===== src/rtl/spi_cfg_controller.sv =====
// Round-robin arbiter for two register-write requesters.
// Each accepted legal request is sent as a 16-bit mode-0 SPI write frame: flag, addr[6:0], data[7:0].
module spi_cfg_controller #(
  parameter int   CLK_DIV  = 4,
  parameter int   GAP_CYC  = 8,
  parameter int   MAX_ADDR = 4,
  parameter logic WR_FLAG  = 1'b0
) (
  input  logic       clk,
  input  logic       rst_n,
  input  logic       req0_valid,
  input  logic [6:0] req0_addr,
  input  logic [7:0] req0_data,
  output logic       req0_ready,
  input  logic       req1_valid,
  input  logic [6:0] req1_addr,
  input  logic [7:0] req1_data,
  output logic       req1_ready,
  output logic       grant_id,
  output logic       busy,
  output logic       done,
  output logic       err_addr,
  output logic       sclk,
  output logic       copi,
  output logic       ncs
);

  localparam int CNT_MAX = (CLK_DIV > GAP_CYC) ? CLK_DIV : GAP_CYC;
  localparam int CNT_W   = $clog2(CNT_MAX);
  localparam logic [CNT_W-1:0] DIV_LAST = CNT_W'(CLK_DIV - 1);
  localparam logic [CNT_W-1:0] GAP_LAST = CNT_W'(GAP_CYC - 1);
  localparam logic [6:0]       MAX_A    = 7'(MAX_ADDR);

  typedef enum logic [1:0] {IDLE, SETUP, SHIFT, GAP} state_t;

  state_t           state_reg, state_next;
  logic [CNT_W-1:0] div_cnt_reg, div_cnt_next;
  logic [3:0]       bit_idx_reg, bit_idx_next;
  logic [14:0]      frame_reg, frame_next;
  logic             sclk_reg, sclk_next;
  logic             copi_reg, copi_next;
  logic             ncs_reg, ncs_next;
  logic             done_reg, done_next;
  logic             err_reg, err_next;
  logic             grant_reg, grant_next;
  logic             last_reg, last_next;

  logic [1:0] valid_vec;
  logic [1:0] sel_vec;
  logic [1:0] ready_vec;
  logic       hs;
  logic       hs_id;
  logic [6:0] hs_addr;
  logic [7:0] hs_data;

  assign valid_vec = {req1_valid, req0_valid};

  for (genvar gi = 0; gi < 2; gi++) begin : g_sel
    // A requester wins when alone, or when the other one owned the previous grant.
    assign sel_vec[gi]   = valid_vec[gi] && (!valid_vec[1-gi] || (last_reg == 1'(1 - gi)));
    assign ready_vec[gi] = (state_reg == IDLE) && sel_vec[gi];
  end

  assign req0_ready = ready_vec[0];
  assign req1_ready = ready_vec[1];
  assign hs         = |ready_vec;
  assign hs_id      = ready_vec[1];
  assign hs_addr    = hs_id ? req1_addr : req0_addr;
  assign hs_data    = hs_id ? req1_data : req0_data;

  always_comb begin
    state_next   = state_reg;
    div_cnt_next = div_cnt_reg;
    bit_idx_next = bit_idx_reg;
    frame_next   = frame_reg;
    sclk_next    = sclk_reg;
    copi_next    = copi_reg;
    ncs_next     = ncs_reg;
    done_next    = 1'b0;
    err_next     = 1'b0;
    grant_next   = grant_reg;
    last_next    = last_reg;
    case (state_reg)
      IDLE: begin
        if (hs) begin
          grant_next = hs_id;
          last_next  = hs_id;
          if (hs_addr > MAX_A) begin
            err_next = 1'b1;
          end else begin
            frame_next   = {hs_addr, hs_data};
            copi_next    = WR_FLAG;
            ncs_next     = 1'b0;
            sclk_next    = 1'b0;
            div_cnt_next = '0;
            bit_idx_next = 4'd0;
            state_next   = SETUP;
          end
        end
      end
      SETUP: begin
        if (div_cnt_reg == DIV_LAST) begin
          div_cnt_next = '0;
          sclk_next    = 1'b1;
          state_next   = SHIFT;
        end else begin
          div_cnt_next = div_cnt_reg + CNT_W'(1);
        end
      end
      SHIFT: begin
        if (div_cnt_reg == DIV_LAST) begin
          div_cnt_next = '0;
          if (sclk_reg) begin
            sclk_next    = 1'b0;
            bit_idx_next = bit_idx_reg + 4'd1;
            if (bit_idx_reg != 4'd15) begin
              copi_next  = frame_reg[14];
              frame_next = {frame_reg[13:0], 1'b0};
            end
          end else if (bit_idx_reg == 4'd0) begin
            // bit_idx has wrapped: this was the low phase after the 16th falling edge
            ncs_next   = 1'b1;
            copi_next  = 1'b0;
            done_next  = 1'b1;
            state_next = GAP;
          end else begin
            sclk_next = 1'b1;
          end
        end else begin
          div_cnt_next = div_cnt_reg + CNT_W'(1);
        end
      end
      GAP: begin
        if (div_cnt_reg == GAP_LAST) begin
          div_cnt_next = '0;
          state_next   = IDLE;
        end else begin
          div_cnt_next = div_cnt_reg + CNT_W'(1);
        end
      end
      default: state_next = IDLE;
    endcase
  end

  always_ff @(posedge clk or negedge rst_n) begin
    if (!rst_n) begin
      state_reg   <= IDLE;
      div_cnt_reg <= '0;
      bit_idx_reg <= 4'd0;
      frame_reg   <= '0;
      sclk_reg    <= 1'b0;
      copi_reg    <= 1'b0;
      ncs_reg     <= 1'b1;
      done_reg    <= 1'b0;
      err_reg     <= 1'b0;
      grant_reg   <= 1'b0;
      last_reg    <= 1'b1;
    end else begin
      state_reg   <= state_next;
      div_cnt_reg <= div_cnt_next;
      bit_idx_reg <= bit_idx_next;
      frame_reg   <= frame_next;
      sclk_reg    <= sclk_next;
      copi_reg    <= copi_next;
      ncs_reg     <= ncs_next;
      done_reg    <= done_next;
      err_reg     <= err_next;
      grant_reg   <= grant_next;
      last_reg    <= last_next;
    end
  end

  assign busy     = (state_reg != IDLE);
  assign done     = done_reg;
  assign err_addr = err_reg;
  assign grant_id = grant_reg;
  assign sclk     = sclk_reg;
  assign copi     = copi_reg;
  assign ncs      = ncs_reg;

endmodule


===== config.mk =====
export PLATFORM = sky130hd
export DESIGN_NAME = spi_cfg_controller
export DESIGN_NICKNAME = d
export VERILOG_FILES = /design/src/rtl/spi_cfg_controller.sv
export SDC_FILE = /design/constraint.sdc
export NUM_CORES = 1
export LEC_CHECK = 0
export CAP_MARGIN = 15
export CORE_MARGIN = 10
export CORE_UTILIZATION = 57
export CTS_BUF_LIST = sky130_fd_sc_hd__clkbuf_4 sky130_fd_sc_hd__clkbuf_8
export CTS_CLUSTER_DIAMETER = 200
export DETAILED_ROUTE_END_ITERATION = 6
export PLACE_DENSITY = 0.88
export SETUP_SLACK_MARGIN = 0.2
export SLEW_MARGIN = 20
export SYNTH_ARGS = -nofsm -noshare
export SYNTH_HDL_FRONTEND = slang
export SYNTH_SLANG_ARGS = --single-unit

===== constraint.sdc =====
create_clock -name clk -period 5.3 [get_ports clk]
set_clock_uncertainty 0.1 [all_clocks]
set_input_delay 1.06 -clock clk [delete_from_list [all_inputs] [get_ports clk]]
set_output_delay 1.06 -clock clk [all_outputs]
set_load 0.05 [all_outputs]

Yosys cells after proc, flatten, opt, wreduce, memory -nomap -nowiden
Cells that the tools add are included.
Cells by class
  muxes and demuxes: 49
  $add $sub $neg: 2
  eq/ne operators: 17
  $lt $le $gt $ge: 1
  bitwise gates (word level): 1
  reduce and logical (&&, ||, !) cells: 23
Operators with widths (number)
  15-bit 2-to-1 mux: 5
  15-bit one-hot mux with 2 select lines: 1
  1-bit 2-to-1 mux: 20
  2-bit inequality test, second input constant: 9
  6-bit AND reduction: 3
  4-bit 2-to-1 mux: 4
  2-bit 2-to-1 mux: 7
  3-bit 2-to-1 mux: 4
  5-bit AND reduction: 2
  3-bit one-hot mux with 3 select lines: 1
  8-bit 2-to-1 mux: 1
  2-bit one-hot mux with 4 select lines: 1
  4-bit one-hot mux with 2 select lines: 1
  7-bit by 3-bit > comparator with 1-bit output, second input constant: 1
  7-bit 2-to-1 mux: 1
  7-bit AND reduction: 1
  3-bit inequality test, second input constant: 2
  4-bit by 1-bit adder with 4-bit output, second input constant: 1
  2-bit == test, second input constant: 2
  1-bit logical AND: 4
  4-bit logical NOT: 1
  4-bit inequality test, second input constant: 1
  1-bit one-hot mux with 2 select lines: 2
  2-bit AND reduction: 2
  other kinds (12): 16
Storage, ports and cells
  bits in registers: 31
  output and inout bits: 9
  logic and storage cells: 104

Depth between registers and ports, before layout
  depth in word-level cells: 9
  mapped depth: 8
  mapped depth without buffers: 7

Worst setup path after synthesis
Ideal clock, no wire load.
  path kind: input-to-output
  start: input req0_valid
  end: output req0_ready
  stages on the path: 2
  setup slack: 2.062 ns
  required time: 4.140 ns
  arrival: 2.078 ns
  buffers on the path: 0
  cells stage by stage: o21ai_0 a31oi_1
Between the ends
  cells in the longest elaborated chain, start to end: 2
RTL lines
  from (decl): line 11  | input logic req0_valid,
  1-bit logical AND: line 60  | assign sel_vec[gi] = valid_vec[gi] && (!valid_vec[1-gi] || (last_reg == 1'(1 - gi)));
  1-bit logical AND: line 61  | assign ready_vec[gi] = (state_reg == IDLE) && sel_vec[gi];
  to (decl): line 14  | output logic req0_ready,
No other way between the ends.

Worst setup path in the final report
  start: input req1_valid
  end: output req1_ready
Between the ends
  cells in the longest elaborated chain, start to end: 2
RTL lines
  from (decl): line 15  | input logic req1_valid,
  1-bit logical AND: line 60
  1-bit logical AND: line 61
  to (decl): line 18  | output logic req1_ready,
No other way between the ends.

==> impl_results.md <==
* Status: finished, final reports clean
* Routed vias at between 1.5k and 2k
* EDFF count, synth at 0
* Area delta synth->final at 25.1%
* Syn avg cell area at around 10 µm²
* Die ar. at about 0.0064 mm²
* Worst path arrival time at approximately 3200 ps
* Worst r2r path cells at 7
* Max_cap viols at 0
* CP top delay family: buffers and inverters
* Setup TNS at 0 ps
* Number of synthesized register bits at 31
* Fillers at between 200 and 250
* GPL Wtd Cong at 0.816
* Final wirelength at approximately 4.7 mm
* Fin area at around 0.0026 mm²
* Seq/Total Area, Yosys at 37.7%
* Share of layout cells above drive strength 1 at between 10% and 20%
* Critical path class: in -> out
* Worst Tran Pin Value at roughly 760 ps
* Cell count along the critical path at 4
* Pleak at about 1.2 nW
* Setup crit start: req1_valid
* GRT Residual Overflow at 0
* Number of nets with antenna violations after routing at 0
* Critical path launch point type: primary input
* Peak VDD IR at ~340 µV
* Htree depth at 2
* CP most frequent cell: clkdlybuf4s50_1
* Yosys synthesis warning count at 0
* DPL Wire Length at between 3 and 4 mm
* Worst R2R Setup Slack at roughly 2100 ps
* Cell Chain, Critical Path: clkdlybuf4s50_1 > nand3_2 > inv_4 > clkdlybuf4s50_1
* CTS Buf Count at 5
* # hold bufs at CTS at 0
* Final max-slew violation count at 0
* Synth top cells by count: nand2_1, dfrtp_1, o21ai_0, mux2i_1, ha_1
* Main synth FF type: dfrtp_1
* Worst-Skew Late Latency at 330 ps
* # Post-CTS Setup Buffers at 0
* First-pass DRT Iterations at 4
* Fin crit share at between 80% and 90%
* Drt wl/cell at ~16 µm
* Clk slew on worst S/H paths at ~90 ps
* Req. time, crit path at just over 4000 ps
* Crit-path max FO at 14
* Post-Syn Area at ~0.0021 mm²
* Nets at 298
* Max_slew headroom at around half
* Initial antenna violation count at 0
* Vias in the first global route at 1765
* Worst R2R Start: state_reg[0]
* Max FFs per register at 15
* Total Routing Usage GR at 15.9%
* Largest net degree at the start of global routing at 48
* Area contributors post-synth: dfrtp_1, ha_1, mux2_4, mux2i_1, nand2_1
* Min Tclk post-route at ~4300 ps
* Number of I/O port buffers at 42
* Most frequent cell after synthesis: nand2_1
* RSZ-0062 raised after global routing: no
* Die Span Y at around 80 µm
* First-pass GRT wire length at between 8 and 9 mm
* Mapped Cells at 211
* Min-Delay Path Class: reg -> reg
* CP Buf/Inv Count at 3
* Via density at ~5.7
* Antenna Cells at 0
* DRC errors left at 0
* Core area at 0.00342 mm²
* CTS tree: done
* Initial core utilization at 60.5%
* Die X at approximately 80 µm
* I/O Pins at between 40 and 50
* Top cell type's share of synthesized area at 35.1%
* Clock Path Buffers at 2
* Synth cell types at 45
* Hold Slack at about 400 ps
* Clock root buffer: clkbuf_4
* Hold Violations, Final at 0
* Peak Freq at approximately 230 MHz
* Post-DP Area at approximately 0.0025 mm²
* FFs w/ async S/R, synth at 100%
* # clock sinks at 31
* Post-synth top area cell: dfrtp_1
* Worst Setup End Kind: output port
* R2r endpoint: frame_reg[13]
* Critical path's slowest cell: clkdlybuf4s50_1
* Drt initial violations at ~100
* Post-CTS Resized at 0
* Row cnt at 21
* Syn nets at 257
* End point of the critical path: req1_ready
* Pwr/cell area at between 500 and 600 mW/mm²
* Setup violators final at 0
* Slowest stage delay, CP at between 800 and 900 ps
==> final cells by class <==
cell class              count  area [µm²]  area share (%)
multi-input cells         160        1200            46.4
well taps                  46        57.6            2.23
flip-flops and latches     31         778            30.1
repair buffers             44         435            16.9
clock buffers               8        72.6            2.81
inverters                  10        40.0            1.55
==> worst register-to-register path: cells and delay by family, from the launching register on <==
family	cells	cell delay, ps
AOI/OAI and AO/OA	2	1130
and+or+nand+nor	1	440
DFF	1	430
muxes	1	410
adders and majority gates	1	400
buffers and inverters	2	220
==> worst min-delay path by stage <==
stage | from | to | slack (ps) | depth (start not counted)
after CTS | grant_id | grant_id | 410 | 1
after floorplan | last_reg | last_reg | 370 | 2
after global routing | frame_reg[4] | frame_reg[4] | 440 | 1
after global placement | grant_id | grant_id | 380 | 1
after detailed placement | grant_id | grant_id | 390 | 1
final | grant_id | grant_id | 400 | 1
==> cell families after synthesis <==
logic type               count (synthesis)  share of synthesized area, %
flip-flops                              31                          37.7
adder cells (fa/ha/maj)                 12                          7.27
AND/OR/NAND/NOR                         71                          17.7
buffers and inverters                   20                          4.24
AO/OA/AOI/OAI                           46                          15.3
multiplexers                            31                          17.9
==> power breakdown <==
part | total [mW] | switching [mW] | leakage, nW | internal (mW)
logic | 0.793 | 0.418 | 0.745 | 0.375
clock network | 0.164 | 0.0806 | 0.0420 | 0.0831
registers | 0.423 | 0.0781 | 0.384 | 0.345
total | 1.38 | 0.576 | 1.17 | 0.803
==> metal layers <==
layer / global-route usage [%] / routed length [µm]
met1: 17.9 / 1950
met2: 28.6 / 2500
met3: 3.90 / 240
met4: 4.93 / 54
met5: 0 / 0
==> stage by stage <==
stage	cells	power (mW)	setup WS, ps	utilization, %
floorplan	211	1.04	2060	-
detailed placement	291	1.22	985	73.5
CTS	299	1.38	979	75.6
finish	299	1.38	972	75.6
global route	299	1.49	867	75.6
global placement	291	1.19	1010	73.5
==> placed cells by master, fill, tap and decap left out, drive strengths merged, types with 2 or more instances in the layout <==
master	Yosys	final
clkdlybuf4s50	0	42
nand2	33	33
dfrtp	29	29
o21ai	22	22
mux2	17	17
mux2i	14	14
ha	12	12
inv	10	10
clkbuf	7	8
nor2	6	6
a21oi	6	6
nand3	6	6
nand2b	4	4
and2	3	3
nor2b	3	3
nand4	3	3
a31oi	2	2
a211oi	2	2
nor3	2	2
and3	2	2
nand4b	2	2
nor3b	2	2
a22oi	2	2
a21boi	2	2
dfstp	2	2
buf	3	2
nor4	2	2
Power figures use the tool's default switching activity.
